**src/rtl/est_deflate_update_pkg.sv**
```systemverilog
// Shared estimator definitions: FSM state encoding, fixed-point constants and
// the saturation helper reused by the deflation and normalisation stages.
package est_deflate_update_pkg;

    localparam int EST_DATA_WIDTH = 16;
    localparam int EST_FRAC_WIDTH = 12;
    localparam int EST_ONE        = 1 << EST_FRAC_WIDTH;

    typedef enum logic [1:0] {
        ST_IDLE = 2'd0,
        ST_MULT = 2'd1,
        ST_SUB  = 2'd2,
        ST_DONE = 2'd3
    } est_state_t;

    // Clamp a wide signed value into the signed range of a dw-bit word.
    function automatic logic signed [63:0] sat_to_dw(input logic signed [63:0] x,
                                                     input int unsigned        dw);
        logic signed [63:0] hi;
        logic signed [63:0] lo;
        hi = (64'sd1 <<< (dw - 1)) - 64'sd1;
        lo = -hi - 64'sd1;
        if (x > hi)
            return hi;
        else if (x < lo)
            return lo;
        else
            return x;
    endfunction

endpackage

```
**src/rtl/est_deflate_update_if.sv**
```systemverilog
// Start/done request and vector bus between the dot-product stage, the
// deflation update and the normalisation stage.
interface est_deflate_update_if #(
    parameter int DATA_WIDTH = 16,
    parameter int EXT_DIM    = 4
);
    logic                          start;
    logic [DATA_WIDTH-1:0]         dot_in;
    logic [DATA_WIDTH*EXT_DIM-1:0] vector_w;
    logic [DATA_WIDTH*EXT_DIM-1:0] vector_b;
    logic                          busy;
    logic                          done;
    logic [DATA_WIDTH*EXT_DIM-1:0] vector_out;
    logic                          sat_flag;

    modport master (
        output start, dot_in, vector_w, vector_b,
        input  busy, done, vector_out, sat_flag
    );

    modport slave (
        input  start, dot_in, vector_w, vector_b,
        output busy, done, vector_out, sat_flag
    );
endinterface

```
**src/rtl/est_deflate_update_fx_mul_shift.sv**
```systemverilog
// Registered signed fixed-point multiply; the full product is kept and the
// arithmetic right shift back to the shared format is applied on the output.
module fx_mul_shift #(
    parameter int DATA_WIDTH = 16,
    parameter int FRAC_WIDTH = 12
) (
    input  logic                           clk,
    input  logic                           rst,
    input  logic                           en,
    input  logic signed [DATA_WIDTH-1:0]   a,
    input  logic signed [DATA_WIDTH-1:0]   b,
    output logic signed [2*DATA_WIDTH-1:0] prod_shr
);
    logic signed [2*DATA_WIDTH-1:0] prod;

    always_ff @(posedge clk) begin
        if (rst)
            prod <= '0;
        else if (en)
            prod <= a * b;
    end

    // Floor toward -inf, no rounding.
    assign prod_shr = prod >>> FRAC_WIDTH;

endmodule

```
**src/rtl/est_deflate_update.sv**
```systemverilog
// Gram-Schmidt deflation step w' = w - d*b, one element per MULT/SUB pair,
// sharing a single registered multiplier across all elements.
module est_deflate_update
    import est_deflate_update_pkg::*;
#(
    parameter int DATA_WIDTH = EST_DATA_WIDTH,
    parameter int EXT_DIM    = 4,
    parameter int FRAC_WIDTH = EST_FRAC_WIDTH
) (
    input  logic                 clk,
    input  logic                 rst,
    est_deflate_update_if.slave  bus
);
    localparam int VW    = DATA_WIDTH * EXT_DIM;
    localparam int IDX_W = (EXT_DIM > 1) ? $clog2(EXT_DIM) : 1;

    est_state_t state, state_nx;

    logic signed [DATA_WIDTH-1:0]   d_q;
    logic [VW-1:0]                  w_q;
    logic [VW-1:0]                  b_q;
    logic [VW-1:0]                  out_q;
    logic [IDX_W-1:0]               idx;
    logic                           sat_q;

    logic                           load;
    logic                           mul_en;
    logic                           write;
    logic                           last;
    logic                           busy;
    logic                           done;

    logic signed [DATA_WIDTH-1:0]   w_sel;
    logic signed [DATA_WIDTH-1:0]   b_sel;
    logic signed [DATA_WIDTH-1:0]   elem;
    logic signed [2*DATA_WIDTH-1:0] prod_shr;
    logic signed [63:0]             t_wide;
    logic signed [63:0]             t_sat;
    logic                           clip;

    assign last = (idx == IDX_W'(EXT_DIM - 1));

    always_ff @(posedge clk) begin
        if (rst)
            state <= ST_IDLE;
        else
            state <= state_nx;
    end

    always_comb begin
        state_nx = state;
        case (state)
            ST_IDLE: if (bus.start) state_nx = ST_MULT;
            ST_MULT: state_nx = ST_SUB;
            ST_SUB:  state_nx = last ? ST_DONE : ST_MULT;
            ST_DONE: state_nx = ST_IDLE;
            default: state_nx = ST_IDLE;
        endcase
    end

    always_comb begin
        load   = (state == ST_IDLE) && bus.start;
        mul_en = (state == ST_MULT);
        write  = (state == ST_SUB);
        busy   = (state == ST_MULT) || (state == ST_SUB);
        done   = (state == ST_DONE);
    end

    always_comb begin
        w_sel = '0;
        b_sel = '0;
        for (int unsigned k = 0; k < EXT_DIM; k++) begin
            if (idx == IDX_W'(k)) begin
                w_sel = w_q[VW-1-k*DATA_WIDTH -: DATA_WIDTH];
                b_sel = b_q[VW-1-k*DATA_WIDTH -: DATA_WIDTH];
            end
        end
    end

    fx_mul_shift #(
        .DATA_WIDTH (DATA_WIDTH),
        .FRAC_WIDTH (FRAC_WIDTH)
    ) u_mul (
        .clk      (clk),
        .rst      (rst),
        .en       (mul_en),
        .a        (d_q),
        .b        (b_sel),
        .prod_shr (prod_shr)
    );

    // Subtraction is done at 64 bits so even a full-scale shifted product
    // cannot wrap before the clamp; results in range match the narrow form.
    always_comb begin
        t_wide = 64'(w_sel) - 64'(prod_shr);
        t_sat  = sat_to_dw(t_wide, unsigned'(DATA_WIDTH));
        elem   = t_sat[DATA_WIDTH-1:0];
        clip   = (t_sat != t_wide);
    end

    always_ff @(posedge clk) begin
        if (rst) begin
            d_q   <= '0;
            w_q   <= '0;
            b_q   <= '0;
            out_q <= '0;
            idx   <= '0;
            sat_q <= 1'b0;
        end else begin
            if (load) begin
                d_q   <= bus.dot_in;
                w_q   <= bus.vector_w;
                b_q   <= bus.vector_b;
                idx   <= '0;
                sat_q <= 1'b0;
            end
            if (write) begin
                for (int unsigned k = 0; k < EXT_DIM; k++) begin
                    if (idx == IDX_W'(k))
                        out_q[VW-1-k*DATA_WIDTH -: DATA_WIDTH] <= elem;
                end
                sat_q <= sat_q | clip;
                if (!last)
                    idx <= idx + IDX_W'(1);
            end
        end
    end

    assign bus.busy       = busy;
    assign bus.done       = done;
    assign bus.vector_out = out_q;
    assign bus.sat_flag   = sat_q;

endmodule
```
**src/flat_wrapper.sv**
```systemverilog
// flat-port wrapper written by rule: the top's interface ports become plain ports
module est_deflate_update_flat import est_deflate_update_pkg::*;
#(
    parameter int DATA_WIDTH = EST_DATA_WIDTH,
    parameter int EXT_DIM    = 4,
    parameter int FRAC_WIDTH = EST_FRAC_WIDTH
)
  (clk, rst, bus_start, bus_dot_in, bus_vector_w, bus_vector_b, bus_busy, bus_done, bus_vector_out, bus_sat_flag);
  est_deflate_update_if #(.DATA_WIDTH(DATA_WIDTH), .EXT_DIM(EXT_DIM)) bus_i ();
  input  logic clk;
  input  logic rst;
  input wire logic [$bits(bus_i.start)-1:0] bus_start;
  input wire logic [$bits(bus_i.dot_in)-1:0] bus_dot_in;
  input wire logic [$bits(bus_i.vector_w)-1:0] bus_vector_w;
  input wire logic [$bits(bus_i.vector_b)-1:0] bus_vector_b;
  output wire logic [$bits(bus_i.busy)-1:0] bus_busy;
  output wire logic [$bits(bus_i.done)-1:0] bus_done;
  output wire logic [$bits(bus_i.vector_out)-1:0] bus_vector_out;
  output wire logic [$bits(bus_i.sat_flag)-1:0] bus_sat_flag;
  assign bus_i.start = bus_start;
  assign bus_i.dot_in = bus_dot_in;
  assign bus_i.vector_w = bus_vector_w;
  assign bus_i.vector_b = bus_vector_b;
  assign bus_busy = bus_i.busy;
  assign bus_done = bus_i.done;
  assign bus_vector_out = bus_i.vector_out;
  assign bus_sat_flag = bus_i.sat_flag;
  est_deflate_update #(.DATA_WIDTH(DATA_WIDTH), .EXT_DIM(EXT_DIM), .FRAC_WIDTH(FRAC_WIDTH)) u_core (.clk(clk), .rst(rst), .bus(bus_i));
endmodule
```
**config.mk**
```make
export PLATFORM = sky130hd
export DESIGN_NAME = est_deflate_update_flat
export DESIGN_NICKNAME = d
export VERILOG_FILES = /design/src/rtl/est_deflate_update_pkg.sv /design/src/rtl/est_deflate_update_if.sv /design/src/rtl/est_deflate_update_fx_mul_shift.sv /design/src/rtl/est_deflate_update.sv /design/src/flat_wrapper.sv
export SDC_FILE = /design/constraint.sdc
export NUM_CORES = 1
export LEC_CHECK = 0
export ABC_CLOCK_PERIOD_IN_PS = 8490
export CAP_MARGIN = 5
export CORE_ASPECT_RATIO = 0.7
export CORE_MARGIN = 10
export CORE_UTILIZATION = 50
export DETAILED_ROUTE_END_ITERATION = 8
export PLACE_DENSITY = 0.72
export SLEW_MARGIN = 20
export SYNTH_ARGS = -nofsm -noshare
export SYNTH_HDL_FRONTEND = slang
export SYNTH_SLANG_ARGS = --single-unit
```
**constraint.sdc**
```tcl
create_clock -name clk -period 8.49 [get_ports clk]
set_input_delay 1.2735 -clock clk [delete_from_list [all_inputs] [get_ports clk]]
set_output_delay 1.2735 -clock clk [all_outputs]
set_load 0.05 [all_outputs]
```
# Yosys cells after proc, flatten, opt, wreduce, memory -nomap -nowiden
# Index checks and enable logic that the tools add are counted.
# op_classes
muxes,18
addsub,2
n_reduce_logical,9
multipliers,1
n_eq_ne,8
div,0
order_cmp,2
bitwise_logic,1
shift,0
# ops
op,n
2-to-1 mux 16 bit,8
2-to-1 mux 64 bit,2
"> comparator 64 x 16 -> 1 bit, second input constant",1
"less-than comparator 64 x 16 -> 1 bit, second input constant",1
inequality test 64 bit,1
multiplier 16 x 16 -> 32 bit,1
subtractor 16 x 20 -> 21 bit,1
2-to-1 mux 2 bit,5
"== test 2 bit, second input constant",4
case mux 2 bit (4 select lines),1
AND reduction 2 bit,4
"== test 2 x 1 -> 1 bit, second input constant",2
zero test 2 bit,2
"adder 2 x 1 -> 2 bit, second input constant",1
2-to-1 mux 1 bit,2
"inequality test 2 bit, second input constant",1
nonzero test 2 bit,1
logical AND 1 bit,1
logical OR 1 bit,1
bitwise OR 1 bit,1
# totals
regBits,245
out_inout_bits,67
n_memories,0
elab_cells,52
input_bits,147
romBits,0
mem_bits_rw,0
latch_bits,0

# Logic depth before layout (Yosys ltp)
# Gate-level depths: netlist of run 1.
# depth
word_depth,12
depth_mapped,35

# By module
# Synthesis of run 1 repeated with hierarchy kept, for this count alone.
# hier_totals
cells_unflattened,2695
hier_area_um2,21529.4
# by_module_without_submodules
mod,area_each_um2,seq_area_each_um2,instances,cells_per_inst
est_deflate_update,11237.0,4264.1,1,1576
fx_mul_shift,10292.4,400.4,1,1119

# Worst setup path after synthesis of run 1
# No wires, ideal clock.
# synth_path
kind,register -> register
startpoint,reg u_core.idx[0]
endpoint,reg u_core.u_mul.prod[31]
path_buffers,3
setup_ps,134
setup_slack_ps,917
stages_incl_launch_ff,34
arrival_time_ps,7438
cell_sequence,dfxtp_1 inv_1 ha_1 clkbuf_1 clkbuf_1 nand2_1 nor2_1 a21oi_1 nor2_1 a21oi_1 o21ai_0 clkbuf_1 nand2_1 fa_1 inv_1 fa_1 inv_1 fa_1 inv_1 fa_1 fa_1 inv_1 fa_1 inv_1 ha_1 nand4_1 nor3_1 and3_1 nand2_1 o211ai_1 a31oi_1 o21bai_1 mux2i_1 o31ai_1
# synth_between
elab_chain_len,6
word_cells_on_any_way,9
# synth_rtl
element,line,source
start: declaration,est_deflate_update.sv:23,logic [IDX_W-1:0] idx;
start signal: assignment,est_deflate_update.sv:124,idx <= idx + IDX_W'(1);
zero test 2 bit,est_deflate_update.sv:73,if (idx == IDX_W'(k)) begin
2-to-1 mux 16 bit (3 in series),est_deflate_update.sv:73,
2-to-1 mux 16 bit (*),est_deflate_update.sv:73,
multiplier 16 x 16 -> 32 bit (*),est_deflate_update_fx_mul_shift.sv:20,prod <= a * b;
end signal: assignment,est_deflate_update_fx_mul_shift.sv:20,
end: declaration,est_deflate_update_fx_mul_shift.sv:14,logic signed [2*DATA_WIDTH-1:0] prod;
# Mark *: on every way between the ends. The rest lies on a longest branch, timed or not.
# A chain may end at the register's enable or synchronous reset.

# Final worst setup path of run 1
# layout_path
startpoint,reg u_core.idx[0]
endpoint,reg u_core.u_mul.prod[25]
# The elaborated chain is that of the path after synthesis.

==> results of run 1 <==
==> power by group through the flow <==
stage,Combinational [mW],Sequential (mW),Clock [mW]
finish,2.35,1.33,1.03
global route,2.60,1.34,1.09
CTS,2.34,1.32,1.04
detailed placement,2.33,1.34,0
global placement,2.28,1.34,0
floorplan,1.71,1.35,0
==> cell usage in the layout (no fill, tap or decap), types with 27 or more instances in the layout <==
master and n:
sky130_fd_sc_hd__nand2_1 486, sky130_fd_sc_hd__inv_1 355, sky130_fd_sc_hd__fa_1 262, sky130_fd_sc_hd__a21oi_1 250, sky130_fd_sc_hd__dfxtp_1 233, sky130_fd_sc_hd__clkdlybuf4s50_1 212, sky130_fd_sc_hd__nor2_1 188, sky130_fd_sc_hd__ha_1 105
sky130_fd_sc_hd__and2_1 85, sky130_fd_sc_hd__nor2b_1 46, sky130_fd_sc_hd__a211oi_2 41, sky130_fd_sc_hd__o21ai_0 37, sky130_fd_sc_hd__a211oi_1 30, sky130_fd_sc_hd__buf_4 29, sky130_fd_sc_hd__xnor2_1 27
==> flip-flops by register name, summed over array words and instances (netlist names) <==
register               flops
u_core.b_q                64
u_core.bus.sat_flag        1
u_core.bus.vector_out     64
u_core.d_q                16
u_core.idx                 2
u_core.state               2
u_core.u_mul.prod         20
u_core.w_q                64
==> cell type report <==
cell class | count | area, sq um | area share [%]
tap | 535 | 669 | 2.83
antenna | 1 | 2.50 | 0.0106
clock buffer | 35 | 703 | 2.97
multi-input combinational | 1758 | 13900 | 58.6
sequential | 233 | 4660 | 19.7
clock inverter | 7 | 53.8 | 0.228
inverter | 355 | 1330 | 5.64
timing repair buffer | 242 | 2350 | 9.95
==> path summary, 6_finish.rpt <==
kind / endpoint / start / depth (start not counted)
setup reg to reg: u_core.u_mul.prod[25]$_SDFFE_PP0N_ / u_core.idx[0]$_SDFF_PP0_ / 31
setup / recovery: u_core.u_mul.prod[25]$_SDFFE_PP0N_ / u_core.idx[0]$_SDFF_PP0_ / 31
hold / removal: u_core.b_q[25]$_SDFFE_PP0P_ / u_core.b_q[25]$_SDFFE_PP0P_ / 2
hold reg to reg: u_core.b_q[25]$_SDFFE_PP0P_ / u_core.b_q[25]$_SDFFE_PP0P_ / 2
==> Yosys cell counts, types with 5 or more instances <==
| master | instances |
|---|---|
| sky130_fd_sc_hd__a211oi_1 | 31 |
| sky130_fd_sc_hd__a211oi_2 | 40 |
| sky130_fd_sc_hd__a21o_1 | 16 |
| sky130_fd_sc_hd__a21oi_1 | 250 |
| sky130_fd_sc_hd__a31oi_1 | 8 |
| sky130_fd_sc_hd__and2_1 | 86 |
| sky130_fd_sc_hd__buf_1 | 21 |
| sky130_fd_sc_hd__clkbuf_1 | 106 |
| sky130_fd_sc_hd__dfxtp_1 | 233 |
| sky130_fd_sc_hd__fa_1 | 262 |
| sky130_fd_sc_hd__ha_1 | 108 |
| sky130_fd_sc_hd__inv_1 | 355 |
| sky130_fd_sc_hd__mux2i_1 | 12 |
| sky130_fd_sc_hd__nand2_1 | 487 |
| sky130_fd_sc_hd__nand2_4 | 9 |
| sky130_fd_sc_hd__nand2b_1 | 23 |
| sky130_fd_sc_hd__nand3_1 | 10 |
| sky130_fd_sc_hd__nand4_1 | 6 |
| sky130_fd_sc_hd__nor2_1 | 188 |
| sky130_fd_sc_hd__nor2b_1 | 46 |
| sky130_fd_sc_hd__nor3_1 | 12 |
| sky130_fd_sc_hd__nor3b_1 | 5 |
| sky130_fd_sc_hd__o21a_1 | 7 |
| sky130_fd_sc_hd__o21ai_0 | 37 |
| sky130_fd_sc_hd__o21ai_1 | 7 |
| sky130_fd_sc_hd__o21bai_1 | 7 |
| sky130_fd_sc_hd__or2_2 | 5 |
| sky130_fd_sc_hd__xnor2_1 | 27 |
| sky130_fd_sc_hd__xor2_1 | 10 |
==> routing by layer <==
layer  global-route usage (%)  wire length, um  part of all wire (%)
met1                     31.9            25300                    45
met2                     36.3            25600                    46
met3                     5.11             4150                   7.4
met4                     4.64             1060                   1.9
met5                        0               13                 0.023
==> metrics by stage <==
| stage | utilization (%) | setup slack (ps) |
|---|---|---|
| 3_5_place_dp | 57.2 | 693 |
| 5_1_grt | 59.1 | 21.1 |
| 6_report | 59.1 | 637 |
| 4_1_cts | 59.1 | 652 |
| 3_3_place_gp | 57.2 | 893 |
| 2_1_floorplan | - | 917 |
==> logic make-up (layout without fill, tap and decap cells) <==
logic type | Yosys count | after routing | synth area share, %
muxes | 12 | 12 | 0.590
buffers and inverters | 489 | 639 | 9.13
DFF | 233 | 233 | 22.9
other | 0 | 1 | 0
and+or+nand+nor | 898 | 898 | 19.5
xor gates and xnor gates | 37 | 37 | 1.59
AOI/OAI and AO/OA | 441 | 441 | 13.9
adders and majority gates | 370 | 370 | 32.4
==> worst reg2reg max path: cells and delay by family (launching register included) <==
| kind | cells | cell delay [ps] |
|---|---|---|
| buffers and inverters | 7 | 1140 |
| DFF | 1 | 330 |
| adders and majority gates | 8 | 3660 |
| AOI/OAI and AO/OA | 11 | 2080 |
| and+or+nand+nor | 5 | 520 |
==> flow_summary.yaml, run 1 <==
run_status:
  status: "complete, no violations"
global_route:
  groute.usage.overall_pct: 23.0
  first_global_vias: 17600
  grt_pass1_wl_mm: 92.5
  grt_start_max_net_pins: 109
  grt_overflow: 0
  antenna_found_initial: 2
yosys:
  synthesis.instances: 2480
  yosys-top-cells-area: "sky130_fd_sc_hd__fa_1, sky130_fd_sc_hd__dfxtp_1, sky130_fd_sc_hd__nand2_1"
  synth-async-reset-ratio_pct: 0
  syn-mean-instance-area_sq_um: 8.21
  synth_top_cell_by_area: "sky130_fd_sc_hd__fa_1"
  synth_flop_cell: "sky130_fd_sc_hd__dfxtp_1"
  synth_warnings: 0
  synth-seq-cells: 233
  synthesized_area_sq_mm: 0.0204
  synth_largest_type_area_fraction_pct: 25.7
  synth-edff-count: 0
  synth_cell_types: 65
  fraction_of_the_yosys_area_taken_by_sequential_cells_pct: 22.9
  syn_nets: 2997
worst_setup_path:
  crit_buf_inv: 7
  critPathTopFamily: "adder cells"
  worstSetupEndpointType: "flip-flop"
  timing.critical_path.from_type: "flip-flop"
  timing_worst_setup_path_type: "flip-flop to flip-flop"
  critical_path.max_stage_delay_ps: 550
  timing.critical_path.slowest_stage_cell: "sky130_fd_sc_hd__fa_1"
  worst_path_most_repeated_cell: "sky130_fd_sc_hd__fa_1"
  critical_path_maximum_fanout: 20
  timing.critical_path.arrival_ps: 8290
  required_ps: 8920
  ff2ff_setup_slack_ps: 640
drt:
  drt_drc_violations_left: 0
  routed_wirelength_mm: 56.2
  drtIter0Drc: 1239
  firstDrtPassIters: 5
  postRouteAntennaNets: 0
  drt-vias-per-instance: 5.35
  wl_per_cell_um: 17.8
  via_count: 16900
sta:
  slew_violations: 0
  achievable-frequency_ghz: 0.127
  timing.setup.tns_ps: 0
  timing.hold.ws_ps: 454
  grt_setup_unrepaired: "false"
  report.final.setup_viol: 0
  timing.slew.headroom_pct: 28.8
  timing.final.hold_violations: 0
  finalClockSkew_ps: 15.6
  max_slew.worst_pin.slew_ps: 1070
  timing.final.crit_period_ps: 7850
  fin_crit_sh_pct: 92.5
placed_design:
  gp_routability_congestion: 0.924
  numPlacedInstances: 3123
  dpl.hpwl_mm: 44.2
  numPortBuffers: 213
  dpl_cell_area_sq_mm: 0.0229
floorplanning:
  core_area_sq_mm: 0.0400
  dieWidth_um: 261
  count_of_pins_on_the_block_boundary: 214
  initial_core_utilization_pct: 50.9
  die_area_sq_mm: 0.0493
  die_height_um: 189
  placement_row_count: 61
clock_tree:
  cts_tree: "yes"
  cts_repair_resize_count: 0
  tritoncts_num_sinks: 233
  htree_levels: 1
  cts-hold-fix-buffers: 0
  clk_root_buffer_cell: "sky130_fd_sc_hd__clkbuf_16"
  clock_latency_ps: 550
  cts.repair_timing.setup_buffer_count: 0
  number_of_clock_buffers_inserted_by_tritoncts: 25
  cts.clk_slew.worst_paths_ps: 60
  max-clock-path-buffers: 3
finish:
  area_growth_pct: 16.1
  layout.cell_area.non_filler_sq_mm: 0.0236
  post_layout_nonfiller_instances: 3166
  finish.net_count: 3132
  final.fill_count: 3545
  layout-drive-gt1-share_pct: 5.32
power_and_ir_drop:
  totalPowerFinal_mw: 4.70
  p_sw_share_pct: 44.1
  power.switching_mw: 2.07
  cellPowerDensity_mw_per_mm2: 199
  worst_ir_drop_vdd_uv: 169
  clock_power_share_pct: 21.9
  share_comb_of_total_power_pct: 49.9
  leakage_nw: 10.3
  pwr-share-seq_pct: 28.2
  cellInternalPower_mw: 2.63
run:
  maxCapViolations: 0
min_path:
  hp-class: "flip-flop to flip-flop"
Note: power is estimated with default switching activity, not from simulation.
==> run 2: changes to the inputs <==
--- a/config.mk
+++ b/config.mk
@@ -11,6 +11,7 @@
 export CORE_MARGIN = 10
 export CORE_UTILIZATION = 50
 export DETAILED_ROUTE_END_ITERATION = 8
+export GPL_ROUTABILITY_DRIVEN = 0
 export PLACE_DENSITY = 0.72
 export SLEW_MARGIN = 20
 export SYNTH_ARGS = -nofsm -noshare
==> flow_summary.yaml, run 2 (synthesis gave the netlist of run 1 again) <==
run_status:
  status: "complete, no violations"
worst_setup_path:
  critical_path.startpoint: "u_core.idx[1]$_SDFF_PP0_"
  regToRegEndpoint: "u_core.u_mul.prod[25]$_SDFFE_PP0N_"
  timing.critical_path.arrival_ps: 8190
  critical_path_maximum_fanout: 33
  rr_startpoint: "u_core.idx[1]$_SDFF_PP0_"
  critical_path_depth: 31
  timing.critical_path.slowest_stage_cell: "sky130_fd_sc_hd__fa_1"
  critPathTopFamily: "adder cells"
  ff2ff_setup_slack_ps: 720
  timing_worst_setup_path_type: "flip-flop to flip-flop"
  worst_path_most_repeated_cell: "sky130_fd_sc_hd__fa_1"
  timing.critical_path.from_type: "flip-flop"
  timing.reg2reg.worst_path_depth: 31
  required_ps: 8910
  critPathCapture: "u_core.u_mul.prod[25]$_SDFFE_PP0N_"
  critical_path.max_stage_delay_ps: 560
  crit_buf_inv: 7
  worstSetupEndpointType: "flip-flop"
clock_tree:
  clk_root_buffer_cell: "sky130_fd_sc_hd__clkbuf_16"
  cts.clk_slew.worst_paths_ps: 60
  number_of_clock_buffers_inserted_by_tritoncts: 25
  cts_tree: "yes"
  tritoncts_num_sinks: 233
  max-clock-path-buffers: 3
  clock_latency_ps: 540
  htree_levels: 1
drt:
  drt-vias-per-instance: 5.36
  routed_wirelength_mm: 56.3
  firstDrtPassIters: 5
  via_count: 16900
  postRouteAntennaNets: 0
  drt_drc_violations_left: 0
  wl_per_cell_um: 17.8
  drtIter0Drc: 1447
min_path:
  hp-class: "flip-flop to flip-flop"
  worst_hold_path.num_cells: 2
run:
  maxCapViolations: 0
sta:
  timing.slew.headroom_pct: 27.2
  timing.final.hold_violations: 0
  slew_violations: 0
  report.final.setup_viol: 0
  timing.setup.tns_ps: 0
  fin_crit_sh_pct: 91.5
  achievable-frequency_ghz: 0.129
  grt_setup_unrepaired: "false"
  max_slew.worst_pin.slew_ps: 1090
  final_critical_path_setup_slack_ps: 720
  timing.final.crit_period_ps: 7770
  finalClockSkew_ps: 9.23
global_route:
  first_global_vias: 17400
  grt_start_max_net_pins: 139
  groute.usage.overall_pct: 22.8
  antenna_found_initial: 1
  grt_pass1_wl_mm: 91.7
  grt_overflow: 0
floorplanning:
  count_of_pins_on_the_block_boundary: 214
  initial_core_utilization_pct: 50.9
  placement_row_count: 61
  die_area_sq_mm: 0.0493
  core_area_sq_mm: 0.0400
  die_height_um: 189
  dieWidth_um: 261
placed_design:
  dpl.hpwl_mm: 44.0
  detailedPlace.worstSlack_ps: 558
  numPortBuffers: 213
finish:
  finish.net_count: 3129
  layout.cells.most_common: "sky130_fd_sc_hd__nand2_1"
  commonest_non_fill_non_tap_cells_in_the_layout: "sky130_fd_sc_hd__nand2_1, sky130_fd_sc_hd__inv_1, sky130_fd_sc_hd__fa_1"
  layout-drive-gt1-share_pct: 5.36
  area_growth_pct: 16.1
power_and_ir_drop:
  cellPowerDensity_mw_per_mm2: 199
  leakage_nw: 10.3
  worst_ir_drop_vdd_uv: 205
[run 2: cell count changes in the layout (fill, tap and decap cells not counted)]
cell,previous run,this run
sky130_fd_sc_hd__inv_6,0,1
sky130_fd_sc_hd__ha_2,3,4
sky130_fd_sc_hd__clkinvlp_4,0,1
sky130_fd_sc_hd__fa_1,262,261
sky130_fd_sc_hd__buf_4,29,25
sky130_fd_sc_hd__inv_16,1,0
sky130_fd_sc_hd__clkinv_2,5,4
sky130_fd_sc_hd__clkbuf_8,5,7
sky130_fd_sc_hd__ha_1,105,104
sky130_fd_sc_hd__fa_2,0,1
sky130_fd_sc_hd__buf_6,0,1
[run 2: area by class of cell]
cell class	count	area, sq um
Fill cell	3647	16300
Multi-Input combinational cell	1758	13900
Sequential cell	233	4660
Timing Repair Buffer	239	2330
Inverter	355	1330
Clock buffer	37	731
Tap cell	535	669
Clock inverter	7	45.0
Antenna cell	1	2.50
[run 2: worst min-delay path: stages (launching register included)]
cell and delay, ps:
sky130_fd_sc_hd__dfxtp_1 310, sky130_fd_sc_hd__nand2_1 50, sky130_fd_sc_hd__a21oi_1 50
[run 2: repair_timing]
action | 4_1_cts | 5_1_grt
hold endpoints to repair | 0 | 0
endpoints found under the setup margin | 0 | 3
gates resized for setup | 0 | 2
setup buffers | 0 | 0
hold buffers | 0 | 0
[run 2: how the worst min path moves through the flow]
stage | start | to | slack, ps
after global placement | u_core.w_q[1]$_SDFFE_PP0P_ | u_core.w_q[1]$_SDFFE_PP0P_ | 440
after floorplan | u_core.u_mul.prod[27]$_SDFFE_PP0N_ | u_core.u_mul.prod[27]$_SDFFE_PP0N_ | 430
final | u_core.w_q[31]$_SDFFE_PP0P_ | u_core.w_q[31]$_SDFFE_PP0P_ | 450
after detailed placement | u_core.w_q[41]$_SDFFE_PP0P_ | u_core.w_q[41]$_SDFFE_PP0P_ | 450
after CTS | u_core.w_q[41]$_SDFFE_PP0P_ | u_core.w_q[41]$_SDFFE_PP0P_ | 450
after global routing | u_core.w_q[46]$_SDFFE_PP0P_ | u_core.w_q[46]$_SDFFE_PP0P_ | 470
[run 2: metrics by stage]
step | instance area, sq um | total power, mW | instances | hold slack, ps | util (%)
finish | 23700 | 4.72 | 3165 | 455 | 59.1
global placement | 22900 | 3.60 | 3120 | 442 | 57.2
floorplan | 20400 | 3.06 | 2480 | 425 | -
detailed placement | 22900 | 3.67 | 3120 | 447 | 57.2
CTS | 23600 | 4.71 | 3164 | 455 | 59.1
global route | 23600 | 5.05 | 3164 | 470 | 59.1
[run 2: where the power goes]
group	switching [mW]	total (mW)	internal, mW
logic	1.50	2.34	0.841
registers	0.119	1.33	1.21
clock network	0.451	1.04	0.594
[run 2: metal layers]
metal	share of wire [%]	wire, um	GRT usage (%)
met4	1.8	1030	4.72
met1	44	25000	31.6
met5	0	0	0
met2	46	25800	36.2
met3	8.0	4520	4.92
